--- src/rtl/adc_readout_pkg.sv ---
// Shared definitions for the fill readout path.
// Header field positions, lane count, reader state encoding and the checksum fold
// applied to every data word.
package adc_readout_pkg;

  localparam int unsigned WORD_W  = 128;
  localparam int unsigned LANES   = 4;

  // Header field LSB positions and widths
  localparam int unsigned FN_LSB  = 0;
  localparam int unsigned FN_W    = 24;
  localparam int unsigned ADR_LSB = 24;
  localparam int unsigned NB_LSB  = 47;
  localparam int unsigned FT_LSB  = 68;
  localparam int unsigned FT_W    = 2;
  localparam int unsigned TAG_LSB = 70;
  localparam int unsigned TAG_W   = 16;

  // Reader state encoding
  localparam logic [2:0] StIdle  = 3'd0;
  localparam logic [2:0] StHdr   = 3'd1;
  localparam logic [2:0] StData  = 3'd2;
  localparam logic [2:0] StCsum  = 3'd3;
  localparam logic [2:0] StDrain = 3'd4;

  // XOR of the four 32-bit lanes of one word
  function automatic logic [31:0] csum_fold(input logic [WORD_W-1:0] w);
    return w[31:0] ^ w[63:32] ^ w[95:64] ^ w[127:96];
  endfunction

endpackage

--- src/rtl/adc_word_serializer.sv ---
// 128-bit to OutW-bit lane shifter with valid/ready handshake.
// Ports:
//   clk_i, rst_i    clock, synchronous active-high reset
//   load_i, word_i  capture a new word (lane 0 goes out first)
//   sof_i, eof_i    tag the loaded word as header / checksum word
//   ready_i         downstream accept
//   data_o, valid_o current lane and its valid flag (data is 0 while idle)
//   sof_o, eof_o    lane 0 of a header word / last lane of a checksum word
//   empty_o         no word held
//   can_load_o      a word may be loaded this cycle without losing a lane
module adc_word_serializer
  import adc_readout_pkg::*;
#(
  parameter int unsigned OutW = 32
) (
  input  logic              clk_i,
  input  logic              rst_i,
  input  logic              load_i,
  input  logic [WORD_W-1:0] word_i,
  input  logic              sof_i,
  input  logic              eof_i,
  input  logic              ready_i,
  output logic [OutW-1:0]   data_o,
  output logic              valid_o,
  output logic              sof_o,
  output logic              eof_o,
  output logic              empty_o,
  output logic              can_load_o
);

  localparam int unsigned Lanes = WORD_W / OutW;
  localparam int unsigned LaneW = $clog2(Lanes);
  localparam logic [LaneW-1:0] LastLane = LaneW'(Lanes - 1);

  logic [WORD_W-1:0] word_q;
  logic [LaneW-1:0]  lane_q;
  logic              valid_q;
  logic              sof_q;
  logic              eof_q;
  logic              last_beat;

  assign last_beat  = valid_q & ready_i & (lane_q == LastLane);
  // Reloading on the final accepted lane keeps the stream bubble-free
  assign can_load_o = !valid_q | last_beat;
  assign empty_o    = !valid_q;
  assign valid_o    = valid_q;
  assign sof_o      = valid_q & sof_q & (lane_q == '0);
  assign eof_o      = valid_q & eof_q & (lane_q == LastLane);

  always_comb begin
    data_o = '0;
    if (valid_q) data_o = word_q[int'(lane_q) * OutW +: OutW];
  end

  always_ff @(posedge clk_i) begin
    if (rst_i) begin
      word_q  <= '0;
      lane_q  <= '0;
      valid_q <= 1'b0;
      sof_q   <= 1'b0;
      eof_q   <= 1'b0;
    end else if (load_i) begin
      word_q  <= word_i;
      lane_q  <= '0;
      valid_q <= 1'b1;
      sof_q   <= sof_i;
      eof_q   <= eof_i;
    end else if (valid_q && ready_i) begin
      if (lane_q == LastLane) valid_q <= 1'b0;
      else                    lane_q  <= lane_q + LaneW'(1);
    end
  end

endmodule

--- src/rtl/adc_fill_reader.sv ---
// Drains one stored fill (header, N data words, checksum word) from an FWFT read
// FIFO, latches the header fields, verifies the checksum and streams every word out
// as 32-bit lanes.
// Ports:
//   clk, reset                 readout clock, synchronous active-high reset
//   readout_start              start one fill (ignored while busy)
//   fifo_dout/empty/rd_en      FWFT read-FIFO interface
//   out_data/valid/ready       serialized output stream
//   out_sof, out_eof           first lane of header / last lane of checksum word
//   fill_num, num_fill_bursts, channel_tag, fill_type   latched header fields
//   checksum_err               sticky mismatch flag, cleared by readout_start
//   readout_busy, readout_done not idle / one-cycle end-of-fill pulse
module adc_fill_reader
  import adc_readout_pkg::*;
#(
  parameter int unsigned NBURST_W = 21,
  parameter int unsigned OUT_W    = 32
) (
  input  logic                clk,
  input  logic                reset,
  input  logic                readout_start,
  input  logic [WORD_W-1:0]   fifo_dout,
  input  logic                fifo_empty,
  output logic                fifo_rd_en,
  output logic [OUT_W-1:0]    out_data,
  output logic                out_valid,
  input  logic                out_ready,
  output logic                out_sof,
  output logic                out_eof,
  output logic [FN_W-1:0]     fill_num,
  output logic [NBURST_W-1:0] num_fill_bursts,
  output logic [TAG_W-1:0]    channel_tag,
  output logic [FT_W-1:0]     fill_type,
  output logic                checksum_err,
  output logic                readout_busy,
  output logic                readout_done
);

  logic [2:0]          state_q, state_d;
  logic [NBURST_W-1:0] cnt_q, cnt_d;
  logic [31:0]         acc_q, acc_d;
  logic                err_q, err_d;
  logic                done_q, done_d;
  logic [FN_W-1:0]     fn_q, fn_d;
  logic [NBURST_W-1:0] nb_q, nb_d;
  logic [TAG_W-1:0]    tag_q, tag_d;
  logic [FT_W-1:0]     ft_q, ft_d;
  logic                ser_empty;
  logic                ser_can_load;
  logic [NBURST_W-1:0] hdr_nb;

  assign hdr_nb = fifo_dout[NB_LSB +: NBURST_W];

  always_comb begin
    state_d = state_q;
    cnt_d   = cnt_q;
    acc_d   = acc_q;
    err_d   = err_q;
    done_d  = 1'b0;
    fn_d    = fn_q;
    nb_d    = nb_q;
    tag_d   = tag_q;
    ft_d    = ft_q;

    fifo_rd_en = ((state_q == StHdr) || (state_q == StData) || (state_q == StCsum)) &&
                 !fifo_empty && ser_can_load;

    case (state_q)
      StIdle: begin
        if (readout_start) begin
          err_d   = 1'b0;
          acc_d   = '0;
          state_d = StHdr;
        end
      end
      StHdr: begin
        if (fifo_rd_en) begin
          fn_d    = fifo_dout[FN_LSB +: FN_W];
          nb_d    = hdr_nb;
          tag_d   = fifo_dout[TAG_LSB +: TAG_W];
          ft_d    = fifo_dout[FT_LSB +: FT_W];
          cnt_d   = hdr_nb;
          state_d = (hdr_nb == '0) ? StCsum : StData;
        end
      end
      StData: begin
        if (fifo_rd_en) begin
          acc_d = acc_q ^ csum_fold(fifo_dout);
          cnt_d = cnt_q - NBURST_W'(1);
          if (cnt_q == NBURST_W'(1)) state_d = StCsum;
        end
      end
      StCsum: begin
        if (fifo_rd_en) begin
          // Upper 96 bits of the checksum word must be zero as well
          err_d   = (fifo_dout != {96'b0, acc_q});
          state_d = StDrain;
        end
      end
      StDrain: begin
        if (ser_empty) begin
          done_d  = 1'b1;
          state_d = StIdle;
        end
      end
      default: state_d = StIdle;
    endcase
  end

  always_ff @(posedge clk) begin
    if (reset) begin
      state_q <= StIdle;
      cnt_q   <= '0;
      acc_q   <= '0;
      err_q   <= 1'b0;
      done_q  <= 1'b0;
      fn_q    <= '0;
      nb_q    <= '0;
      tag_q   <= '0;
      ft_q    <= '0;
    end else begin
      state_q <= state_d;
      cnt_q   <= cnt_d;
      acc_q   <= acc_d;
      err_q   <= err_d;
      done_q  <= done_d;
      fn_q    <= fn_d;
      nb_q    <= nb_d;
      tag_q   <= tag_d;
      ft_q    <= ft_d;
    end
  end

  adc_word_serializer #(
    .OutW (OUT_W)
  ) u_ser (
    .clk_i      (clk),
    .rst_i      (reset),
    .load_i     (fifo_rd_en),
    .word_i     (fifo_dout),
    .sof_i      (state_q == StHdr),
    .eof_i      (state_q == StCsum),
    .ready_i    (out_ready),
    .data_o     (out_data),
    .valid_o    (out_valid),
    .sof_o      (out_sof),
    .eof_o      (out_eof),
    .empty_o    (ser_empty),
    .can_load_o (ser_can_load)
  );

  assign fill_num        = fn_q;
  assign num_fill_bursts = nb_q;
  assign channel_tag     = tag_q;
  assign fill_type       = ft_q;
  assign checksum_err    = err_q;
  assign readout_busy    = (state_q != StIdle);
  assign readout_done    = done_q;

endmodule
--- config.mk ---
export PLATFORM = sky130hd
export DESIGN_NAME = adc_fill_reader
export DESIGN_NICKNAME = d
export VERILOG_FILES = /design/src/rtl/adc_readout_pkg.sv /design/src/rtl/adc_word_serializer.sv /design/src/rtl/adc_fill_reader.sv
export SDC_FILE = /design/constraint.sdc
export NUM_CORES = 1
export LEC_CHECK = 0
export CAP_MARGIN = 10
export CORE_ASPECT_RATIO = 0.6
export CORE_MARGIN = 5
export CORE_UTILIZATION = 30
export CTS_CLUSTER_DIAMETER = 30
export DETAILED_ROUTE_END_ITERATION = 10
export GPL_TIMING_DRIVEN = 0
export PLACE_DENSITY_LB_ADDON = 0.2
export SYNTH_ARGS = -nofsm -noshare
export SYNTH_HDL_FRONTEND = slang
export SYNTH_SLANG_ARGS = --single-unit
--- constraint.sdc ---
create_clock -name clk -period 2.4 [get_ports clk]
set_clock_uncertainty 0.05 [all_clocks]
set_input_delay 0.48 -clock clk [delete_from_list [all_inputs] [get_ports clk]]
set_output_delay 0.48 -clock clk [all_outputs]
set_load 0.05 [all_outputs]
# Word level (Yosys, flattened, before mapping)
# Index checks and enable logic that the tools add are counted.
dict set report word_totals {
  ff_bits 254
  output_inout_bits 102
  word_cells 90
  input_bits 133
}
dict set report op_classes {
  n_mux 22
  n_reduce_logical 25
  addsub 2
  n_eq_ne 13
  bitwise_logic 13
  shifts 1
}
# cell n
set op_table {}
lappend op_table {{128-bit by 32-bit inequality test with 1-bit output} 1}
lappend op_table {{128-bit by 8-bit variable part select with 32-bit output} 1}
lappend op_table {{32-bit bitwise XOR} 4}
lappend op_table {{32-bit two-way mux} 3}
lappend op_table {{32-bit case mux with 2 select lines} 1}
lappend op_table {{21-bit two-way mux} 2}
lappend op_table {{21-bit case mux with 2 select lines} 1}
lappend op_table {{21-bit by 1-bit == test with 1-bit output, second input constant} 1}
lappend op_table {{21-bit zero test} 1}
lappend op_table {{21-bit by 1-bit subtractor with 21-bit output, second input constant} 1}
lappend op_table {{3-bit two-way mux} 6}
lappend op_table {{3-bit case mux with 5 select lines} 1}
lappend op_table {{2-bit inequality test, second input constant} 5}
lappend op_table {{2-bit nonzero test} 5}
lappend op_table {{3-bit AND reduction} 3}
lappend op_table {{1-bit two-way mux} 7}
lappend op_table {{1-bit AND} 6}
lappend op_table {{3-bit by 2-bit == test with 1-bit output, second input constant} 2}
lappend op_table {{2-bit AND reduction} 3}
lappend op_table {{6-bit AND reduction} 1}
lappend op_table {{2-bit OR reduction} 2}
lappend op_table {{3-bit by 1-bit == test with 1-bit output, second input constant} 1}
lappend op_table {{3-bit == test, second input constant} 1}
lappend op_table {{1-bit logical AND} 3}
lappend op_table {{11 further kinds} 14}

# Longest topological paths before layout
# Gate-level depths: netlist of the first run.
dict set report logic_depth {
  word_depth 7
  ltp_mapped 9
}

# Cells and area by module
# Synthesis of the first run repeated with hierarchy kept, for this count alone.
dict set report hier_totals {
  hier_cells 1352
  area_unflattened_um2 12132.9
}
# module seq_area_each_um2 n_inst cells_per_inst area_each_um2
set modules_own_cells {}
lappend modules_own_cells {adc_fill_reader 2422.3 1 800 6393.6}
lappend modules_own_cells {adc_word_serializer 2662.6 1 552 5739.3}

# Least setup slack after synthesis of the first run
# OpenSTA, ideal clock, no wires.
dict set report synth_path {
  kind {register to output}
  startpoint {reg u_ser.valid_q, in the netlist u_ser.valid_o}
  endpoint {out fifo_rd_en}
  path_slack_ns -0.236
  path_stages_with_launch 6
  required_ns 1.870
  path_buffers 1
  t_arrival_ns 2.106
  path_cell_list {dfxtp_1 a21boi_1 nor3_1 o21ai_1 inv_2 clkbuf_1}
}
dict set report synth_between {
  elab_chain_cells 4
}
# item line
set synth_rtl {}
lappend synth_rtl {{start: declaration} adc_word_serializer.sv:37} ;# logic valid_q;
lappend synth_rtl {{start signal: assignment} adc_word_serializer.sv:59} ;# valid_q <= 1'b0;
lappend synth_rtl {{start signal: assignment} adc_word_serializer.sv:65} ;# valid_q <= 1'b1;
lappend synth_rtl {{start signal: assignment} adc_word_serializer.sv:69} ;# if (lane_q == LastLane) valid_q <= 1'b0;
lappend synth_rtl {{1-bit AND (2 in a row)} adc_word_serializer.sv:42} ;# assign last_beat = valid_q & ready_i & (lane_q == LastLane);
lappend synth_rtl {{1-bit bitwise OR (*)} adc_word_serializer.sv:44} ;# assign can_load_o = !valid_q | last_beat;
lappend synth_rtl {{1-bit logical AND (*)} adc_fill_reader.sv:66} ;# !fifo_empty && ser_can_load;
lappend synth_rtl {{end: declaration} adc_fill_reader.sv:24} ;# output logic fifo_rd_en,
# Mark *: on every way between the ends. The rest lies on a longest branch, timed or not.

# Final worst setup path of the first run
dict set report layout_path {
  startpoint {reg u_ser.lane_q[0]}
  endpoint {out out_data[29]}
}
dict set report layout_between {
  elab_chain_cells 2
}
# item line
set layout_rtl {}
lappend layout_rtl {{start: declaration} adc_word_serializer.sv:36} ;# logic [LaneW-1:0] lane_q;
lappend layout_rtl {{start signal: assignment} adc_word_serializer.sv:70} ;# else lane_q <= lane_q + LaneW'(1);
lappend layout_rtl {{128-bit by 8-bit variable part select with 32-bit output} adc_word_serializer.sv:52} ;# if (valid_q) data_o = word_q[int'(lane_q) * OutW +: OutW];
lappend layout_rtl {{32-bit two-way mux} adc_word_serializer.sv:52}
lappend layout_rtl {{end: declaration} adc_fill_reader.sv:25} ;# output logic [OUT_W-1:0] out_data,
# No other way between the ends.

==> flow_summary.ini, run 1 <==
[finish]
layout-drive-gt1-share = 0.1659
layout.nets = 1896
syn_to_final_growth_pct = 46.02
final_cells = 2325

[worst_setup_path]
reg2reg_to = state_q[0]
rr_startpoint = cnt_q[9]
cp.arrival_ns = 2.18
endpoint_kind = output port
rr_worst_depth = 6
r2r_slack_ns = 0.07
crit_type = register to output port
startpoint_type = register
path_max_fanout = 6
cp.required_ns = 1.87

[drt]
drc_errors = 0
num_vias = 11970
routedWlPerCell_um = 22.81
wl_um = 53040
vias_per_cell = 5.147
drtAntennaViolNets = 0
drtIter0Drc = 1166
firstDrtPassIters = 5

[global_routing]
grt-ovfl-total = 0
grt_pass1_wl_um = 76090
grt_antenna_before_repair = 0
grt_max_degree = 14
track_usage = 0.2334
grt_pass1_vias = 11350

[yosys]
synthAdderAreaFrac = 0.004203
synth_compound_area_frac = 0.1250
synth_nets = 1597
ys_types = 58
synthMuxAreaShare = 0.06136
synth_ff_type = dfxtp_1
netlist_area_mm2 = 0.01191
async_flop_share = 0
avgSynthCellArea_um2 = 8.156
synth-seq-area-share = 0.4270
synth_seq_cells = 254
synthSimpleGateAreaFrac = 0.2254
synth_warnings = 0
synth_top_family_by_area = simple AND/OR/NAND/NOR gates
synth-edff-count = 0
synth_xor_area_frac = 0.1214
synth_cells = 1460

[clock_tree]
cts_buffers = 51
htreeDepth = 2
tritoncts = done
clkTransAtPathRegs_ns = 0.05
cts_sinks = 254
clock_latency_ns = 0.55
hold_buffers = 0
root_buffer = clkbuf_16
clockBufferDepth = 3

[die]
num_io_pins = 235
fp.dieH_um = 164.3
die_area_mm2 = 0.04391
core-area_mm2 = 0.03917
start_util = 0.3040
die_w_um = 267.2
rows = 56

[hold_path]
hold_path_startpoint = u_ser.word_q[92]
hold_end = u_ser.word_q[92]
min_path_type = register to register
worstHoldPathCells = 2

[outcome]
violations = setup timing
status = finished, violations left

[power]
pwr_density_cell_mw_per_mm2 = 1150
ir_drop_uv = 468.5
leakage_nw = 6.210

[place]
dp_hpwl_um = 40270
gp_congestion = 0.9607
dp_worst_setup_slack_ns = -1.892
post-place-cells = 2216
port-buffer-count = 234

[timing]
whs_ns = 0.4015
setup_ws_ns = -0.3124
rsz0062_at_grt = true
hold_viol = 0
tns_ns = -7.481
slew_headroom = 0.4592
setup_violations = 34
tightest_slew_ns = 0.8112
clock.fmax_ghz = 0.3687
layout_min_cycle_time_ns = 2.712
drv_slew = 0
fin_crit_sh = 1.130

[run]
maxCapViolations = 0
-- power by group --
group,internal [W],total (W),switching [W]
combinational,0.00248,0.00691,0.00443
clock,0.00495,0.00751,0.00255
sequential,0.00502,0.00557,0.000551
total,0.0125,0.0200,0.00754
-- placed cells by master (no fill, tap or decap), types with 32 or more instances in the layout --
cell type          n
a21oi_1          209
and2_4            32
clkbuf_1          41
clkbuf_16         53
clkbuf_2          35
clkdlybuf4s50_1  198
dfxtp_1          251
mux4_2            32
nand2_1          433
nor2_1            59
xnor2_1           99
xor2_1            66
-- cell usage after synthesis (4+ instances only) --
cell type    n  area [µm²]
nor3_1      14       70.07
nor4_1      35       219.0
buf_1        6       22.52
nor2_1      62       232.7
or3_1        9       56.30
o31ai_1      4       30.03
buf_2        9       45.04
a21oi_1    209        1046
dfxtp_1    254        5085
mux4_2      32       720.7
xnor2_1     99       867.1
nand2_1    434        1629
xor2_1      66       578.1
and2_1      32       200.2
inv_1        8       30.03
o21ai_0     16       80.08
a211oi_1     7       52.55
nand4_1     14       87.58
clkbuf_1    83       311.6
nand3_1      8       40.04
ha_1         4       50.05
-- state kept, by name, summed over array words and instances (netlist names) --
register / count
u_ser.word_q: 128
acc_q: 32
fill_num: 24
cnt_q: 21
num_fill_bursts: 21
channel_tag: 16
state_q: 3
fill_type: 2
u_ser.lane_q: 2
checksum_err: 1
readout_done: 1
u_ser.eof_q: 1
u_ser.sof_q: 1
u_ser.valid_o: 1
-- metrics by stage --
| stage | power [W] | area, µm² | utilization |
|---|---|---|---|
| floorplan | 0.009631 | 11910 | - |
| finish | 0.01999 | 17390 | 0.4439 |
| global placement | 0.01190 | 14910 | 0.3806 |
| CTS | 0.01981 | 17220 | 0.4397 |
| global route | 0.02083 | 17390 | 0.4439 |
| detailed placement | 0.01199 | 14910 | 0.3806 |
-- worst max-delay path by stage --
stage | slack [ns] | start | to
global placement | -1.92 | out_ready | fifo_rd_en
floorplan | 0.05 | u_ser.valid_o | fifo_rd_en
global route | -0.36 | u_ser.lane_q[0] | out_data[25]
detailed placement | -1.89 | out_ready | fifo_rd_en
CTS | -0.32 | u_ser.lane_q[0] | fifo_rd_en
finish | -0.31 | u_ser.lane_q[0] | out_data[29]
-- routing by layer --
| layer | track usage | up-vias | routed length, µm |
|---|---|---|---|
| li1 | - | 5545 | - |
| met1 | 0.3528 | 5737 | 24850 |
| met2 | 0.3409 | 603 | 22250 |
| met3 | 0.04761 | 82 | 4767 |
| met4 | 0.05350 | 0 | 1173 |
| met5 | 0 | - | 0 |
-- critical path, cell delays in order (launching register included) --
cell and delay (ns):
dfxtp_2 0.35, clkbuf_16 0.18, buf_12 0.13, buf_12 0.12, mux4_2 0.50, and2_4 0.19
buf_6 0.15
-- cell type report --
| class | count | area [µm²] |
|---|---|---|
| inverters | 9 | 36.28 |
| multi-input cells | 1098 | 6634 |
| repair buffers | 251 | 2606 |
| well taps | 522 | 653.1 |
| plain buffers | 94 | 540.5 |
| clock inverters | 34 | 425.4 |
| flip-flops and latches | 254 | 5091 |
| clock buffers | 62 | 1399 |
| diodes | 1 | 2.502 |
| fillers | 3874 | 21780 |
-- logic make-up after synthesis --
group                      after synthesis
adders and majority gates                4
buffers and inverters                  108
xor gates and xnor gates               165
DFF                                    254
and+or+nand+nor                        626
AOI/OAI and AO/OA                      270
muxes                                   33
-- repair_timing --
| item | CTS | global route |
|---|---|---|
| setup endpoints to repair | 275 | 246 |
| gates resized for setup | 346 | 65 |
| endpoints found under the hold margin | 0 | 0 |
| gates cloned | 2 | 0 |
| setup buffers | 8 | 7 |
| pin swaps | 2 | 7 |
No activity file was read; power rests on OpenSTA's default activity.
==> run 2, diff against run 1 <==
--- a/config.mk
+++ b/config.mk
@@ -13,6 +13,7 @@
 export DETAILED_ROUTE_END_ITERATION = 10
 export GPL_TIMING_DRIVEN = 0
 export PLACE_DENSITY_LB_ADDON = 0.2
+export RECOVER_POWER = 50
 export SYNTH_ARGS = -nofsm -noshare
 export SYNTH_HDL_FRONTEND = slang
 export SYNTH_SLANG_ARGS = --single-unit
==> results of run 2 <==
Same layout as run 1: the final DEF is identical, and so are final timing and power.
==> RTL edit 1 (config.mk and constraints of run 1) <==
Make the reset (`reset` and `rst_i`) asynchronous in 2 clocked blocks. Comments in the files are not updated.
--- a/src/rtl/adc_word_serializer.sv
+++ b/src/rtl/adc_word_serializer.sv
@@ -53,5 +53,5 @@
   end
 
-  always_ff @(posedge clk_i) begin
+  always_ff @(posedge clk_i or posedge rst_i) begin
     if (rst_i) begin
       word_q  <= '0;
--- a/src/rtl/adc_fill_reader.sv
+++ b/src/rtl/adc_fill_reader.sv
@@ -108,5 +108,5 @@
   end
 
-  always_ff @(posedge clk) begin
+  always_ff @(posedge clk or posedge reset) begin
     if (reset) begin
       state_q <= StIdle;
Function: differs if reset is asserted again (counterexample within 4 cycles, from zero or initial values and one cycle with reset high); with reset held inactive, the same outputs for 4 cycles.
==> RTL edit 1 against run 1 <==
Cell area is 11% higher; global-route usage is 1.5 points lower; routed wire length is 1.4% higher; setup slack better by 5.2 ps; sequential cell count stayed put; area after synthesis is 7.1% higher; the run still ends with setup timing left.
Power is not compared: it rests on default switching activity, and its combinational part moved more than twofold at a synthesized area within 25%.
==> RTL edit 1: results (changes against run 1) <==
| Metric | Value |
|---|---|
| Placement-stage cell area | 16000 sq um (+7.4%) |
| Worst hold path type | input port to asynchronous set/reset pin |
| Reg-to-reg critical path startpoint | u_ser.lane_q[1] |
| 1st-iter DRT viols | 1086 (-6.9%) |
| Crit Path Max Fanout | 7 (+1) |
| Fill count | 3974 (+2.6%) |
| FFs w/ async S/R, synth | 100% (+100 points) |
| Failing checks | setup timing |
| Reg2Reg Setup Slack | 10 ps (-60 ps) |
| Vias post-DR | 11976 (+0.075%) |
| Routed WL | 53800 um (+1.4%) |
| Final Setup Violations | 36 (+5.9%) |
| RR Endpoint | num_fill_bursts[12] |
| Clk root buf | clkbuf_16 |
| Data arrival time of the critical path | 2180 ps (about the same) |
| Sw frac | 40.8% |
| Largest net degree at the start of global routing | 40 (+26) |
| Post-route setup slack | -307 ps (+5.23 ps) |
| Seq/Total Area, Yosys | 49.8% (+7.1 points) |
| Final GP Congestion | 0.883 (-8.1%) |
| Layout cell share with drive strength beyond 1 | 19.9% (+3.3 points) |
| Synth top area cells | dfrtp_1 (50%), nand2_1 (19%), xnor2_1 (6.2%) |
| Post-synthesis cell type count | 50 (-14%) |
| Net count of the finished layout | 1922 (+1.4%) |
| First-pass GRT wire length | 77400 um (+1.7%) |
| Worst r2r path cells | 12 (+6) |
| Setup slack at placement | -1690 ps (+200 ps) |
| Worst Max-Slew Pin Slew | 978 ps (+167 ps) |
| Outcome | finished, violations left |
| Most frequent cells after synthesis | nand2_1 (644), dfrtp_1 (254), xnor2_1 (91) |
| LEAKAGE | 8.86 nW |
| Inst Count DP | 2267 (+2.3%) |
| Syn Nets | 1591 (-0.38%) |
| Initial antenna violation count | 4 (+4) |
| DPL Wire Length | 39200 um (-2.5%) |
| Max FFs per register | 128 (unchanged) |
| Fin util | 46.0% (+1.6 points) |
| Non-Filler Instances | 2405 (+3.4%) |
| Hold_ws | 143 ps (-259 ps) |
| Inserted Clock Buffers | 56 (+9.8%) |
| GRT Overall Usage | 21.8% (-1.5 points) |
| Clk Latency, worst-skew pair | 570 ps (+20 ps) |
| Setup_tns | -8200 ps (-720 ps) |
| Port Buf Inserts | 234 (unchanged) |
| Syn_area_per_cell | 8.77 sq um (+7.6%) |
## RTL edit 1: power by group through the flow
stage | logic [mW] | clock network (mW) | registers [mW]
after floorplan | 6.64 | 0 | 8.78
after global placement | 12.3 | 0 | 7.31
after detailed placement | 12.5 | 0 | 7.37
after CTS | 13.8 | 8.74 | 7.36
after global routing | 15.2 | 8.95 | 7.61
final | 14.3 | 8.63 | 7.39
## RTL edit 1: how the worst max path moves through the flow
stage | from | end | cells past startpoint
after floorplan | reset | acc_q[0] | 1
after global placement | reset | channel_tag[8] | 2
after detailed placement | out_ready | fifo_rd_en | 8
after CTS | u_ser.lane_q[1] | out_data[17] | 5
after global routing | u_ser.lane_q[1] | out_data[17] | 5
final | u_ser.lane_q[1] | out_data[19] | 5
## RTL edit 1: logic make-up (layout without fill, tap and decap cells)
group	count (synthesis)	in the layout	synth area share, %
buffers and inverters	85	462	2.77
AO/OA/AOI/OAI	135	135	6.07
flip-flops	254	254	49.8
XOR/XNOR	128	128	8.79
multiplexers	35	35	5.88
AND/OR/NAND/NOR	813	813	26.3
other	0	4	0
adder cells (fa/ha/maj)	4	4	0.392
## RTL edit 1: repair_timing
item | CTS | global route
gates resized for setup | 401 | 128
pin swaps | 7 | 25
buffers inserted | 17 | 13
endpoints found under the hold margin | 0 | 0
endpoints found under the setup margin | 280 | 257
cloned | 1 | 4
## RTL edit 1: layout make-up
type / count / share of cell area [%]
Multi-Input combinational cell: 1115 / 33.3
Buffer: 71 / 3.24
Inverter: 10 / 0.266
Antenna cell: 4 / 0.0519
Tap cell: 570 / 3.70
Timing Repair Buffer: 277 / 15.6
Clock inverter: 32 / 2.73
Sequential cell: 254 / 33.0
Clock buffer: 72 / 8.16
## RTL edit 1: critical path, cell delays in order (launching register included)
cell       delay [ps]
dfrtp_1           400
buf_12            180
clkbuf_16         190
mux4_2            500
and2_4            190
buf_6             150
## RTL edit 1: routing by layer
layer	GRT usage, %	up-vias	wire length (um)
li1	-	5448	-
met4	5.60	0	1080
met2	32.3	527	23100
met5	0	-	0
met3	5.75	79	4550
met1	31.8	5922	25000
==> RTL edit 2 (flow settings as in run 1) <==
Without the edit above. `NBURST_W`: 21 -> 29.
--- a/src/rtl/adc_fill_reader.sv
+++ b/src/rtl/adc_fill_reader.sv
@@ -14,5 +14,5 @@
   import adc_readout_pkg::*;
 #(
-  parameter int unsigned NBURST_W = 21,
+  parameter int unsigned NBURST_W = 29,
   parameter int unsigned OUT_W    = 32
 ) (
Interface: changed (resized num_fill_bursts); port bits go from 235 to 243. The function was not compared with the original's and may differ.
==> RTL edit 2 against run 1 <==
The run still ends with setup timing left; utilization down 1.2 points; sequential cell count is 8 higher; die area is 5.2% higher; setup slack got worse by 34 ps; area after synthesis grew 5.5%; cell area increased by 3.4%; routed wire length rose by 11%; power down 0.55%; critical endpoint is now fifo_rd_en; largest cell class unchanged; largest power group is now combinational cells; highest routed layer is now met5.
==> RTL edit 2: results (changes against run 1) <==
| Metric | Value |
|---|---|
| Pwr Density | 1110 nW/um^2 (-3.8%) |
| Outcome | finished, violations left |
| Post-synthesis adder-cell area fraction | 0.398% (-0.022 points) |
| Reg2Reg Setup Slack | -240 ps (-310 ps) |
| Antenna cells | 0 (-1) |
| Hold path start | fill_num[4] |
| DPL Wire Length | 44000 um (+9.2%) |
| RR Endpoint | cnt_q[6] |
| Most frequent cells after synthesis | nand2_1 (413), dfxtp_1 (262), a21oi_1 (217) |
| Buffering overhead | 18.6% (+0.52 points) |
| Final Setup Violations | 106 (+210%) |
| Setup_tns | -13110 ps (-5630 ps) |
| Hold_ws | 401 ps (-0.656 ps) |
| Slowest cell on the critical path | dfxtp_4 |
| Crit-path leading delay family | simple AND/OR/NAND/NOR gates |
| First-pass GRT wire length | 82800 um (+8.8%) |
| Share of cell area taken by multi-input logic gates | 38.6% (+0.46 points) |
| Synth Area in XOR/XNOR | 11.4% (-0.77 points) |
| FF+latch count | 262 (+3.1%) |
| DR vias/cell | 5.25 (+2.0%) |
| Vias in the first global route | 12179 (+7.3%) |
| Failing checks | setup timing |
| Placement-stage cell area | 15700 sq um (+5.2%) |
| Syn Nets | 1673 (+4.8%) |
| Fill count | 4149 (+7.1%) |
| Port Buf Inserts | 241 (+3.0%) |
| Clock buf count | 72 (+16%) |
| Clock buf/inv share | 9.34% (-1.2 points) |
| TritonRoute pass-1 iters | 7 (+2) |
| Post-route setup slack | -347 ps (-34.3 ps) |
| Multi-input gates | 1150 (+4.7%) |
| Inserted Clock Buffers | 52 (+2.0%) |
| Routed len/inst | 23.9 um (+4.6%) |
| Net count of the finished layout | 1985 (+4.7%) |
| Max layer used | met5 |
| Reg-to-reg critical path startpoint | state_q[2] |
| Hold-critical path endpoint | fill_num[4] |
| Largest net degree at the start of global routing | 15 (+1) |
| Post-synthesis cell type count | 63 (+8.6%) |
| Syn_area_per_cell | 8.18 sq um (+0.27%) |
| Complex-gate fraction of the synthesized area | 12.9% (+0.44 points) |
| Setup bufs post-CTS | 2 (-6) |
==> RTL edit 2: routing by layer <==
layer,vias up,track usage [%]
met4,6,6.57
met5,-,0
li1,5860,-
met2,703,33.8
met1,6227,36.1
met3,111,6.96
==> RTL edit 2: worst max path at each step <==
stage | from | slack [ps] | endpoint | cells past startpoint
2_1_floorplan | u_ser.valid_o | 80 | fifo_rd_en | 6
3_3_place_gp | out_ready | -1560 | fifo_rd_en | 8
3_5_place_dp | out_ready | -1560 | fifo_rd_en | 8
4_1_cts | u_ser.lane_q[1] | -390 | fifo_rd_en | 8
5_1_grt | u_ser.lane_q[0] | -380 | fifo_rd_en | 8
6_report | u_ser.lane_q[0] | -350 | fifo_rd_en | 8
==> RTL edit 2: power by group <==
part           switching [mW]  internal [mW]
clock                    2.53           4.45
combinational            4.58           2.61
sequential              0.572           5.14
total                    7.68           12.2
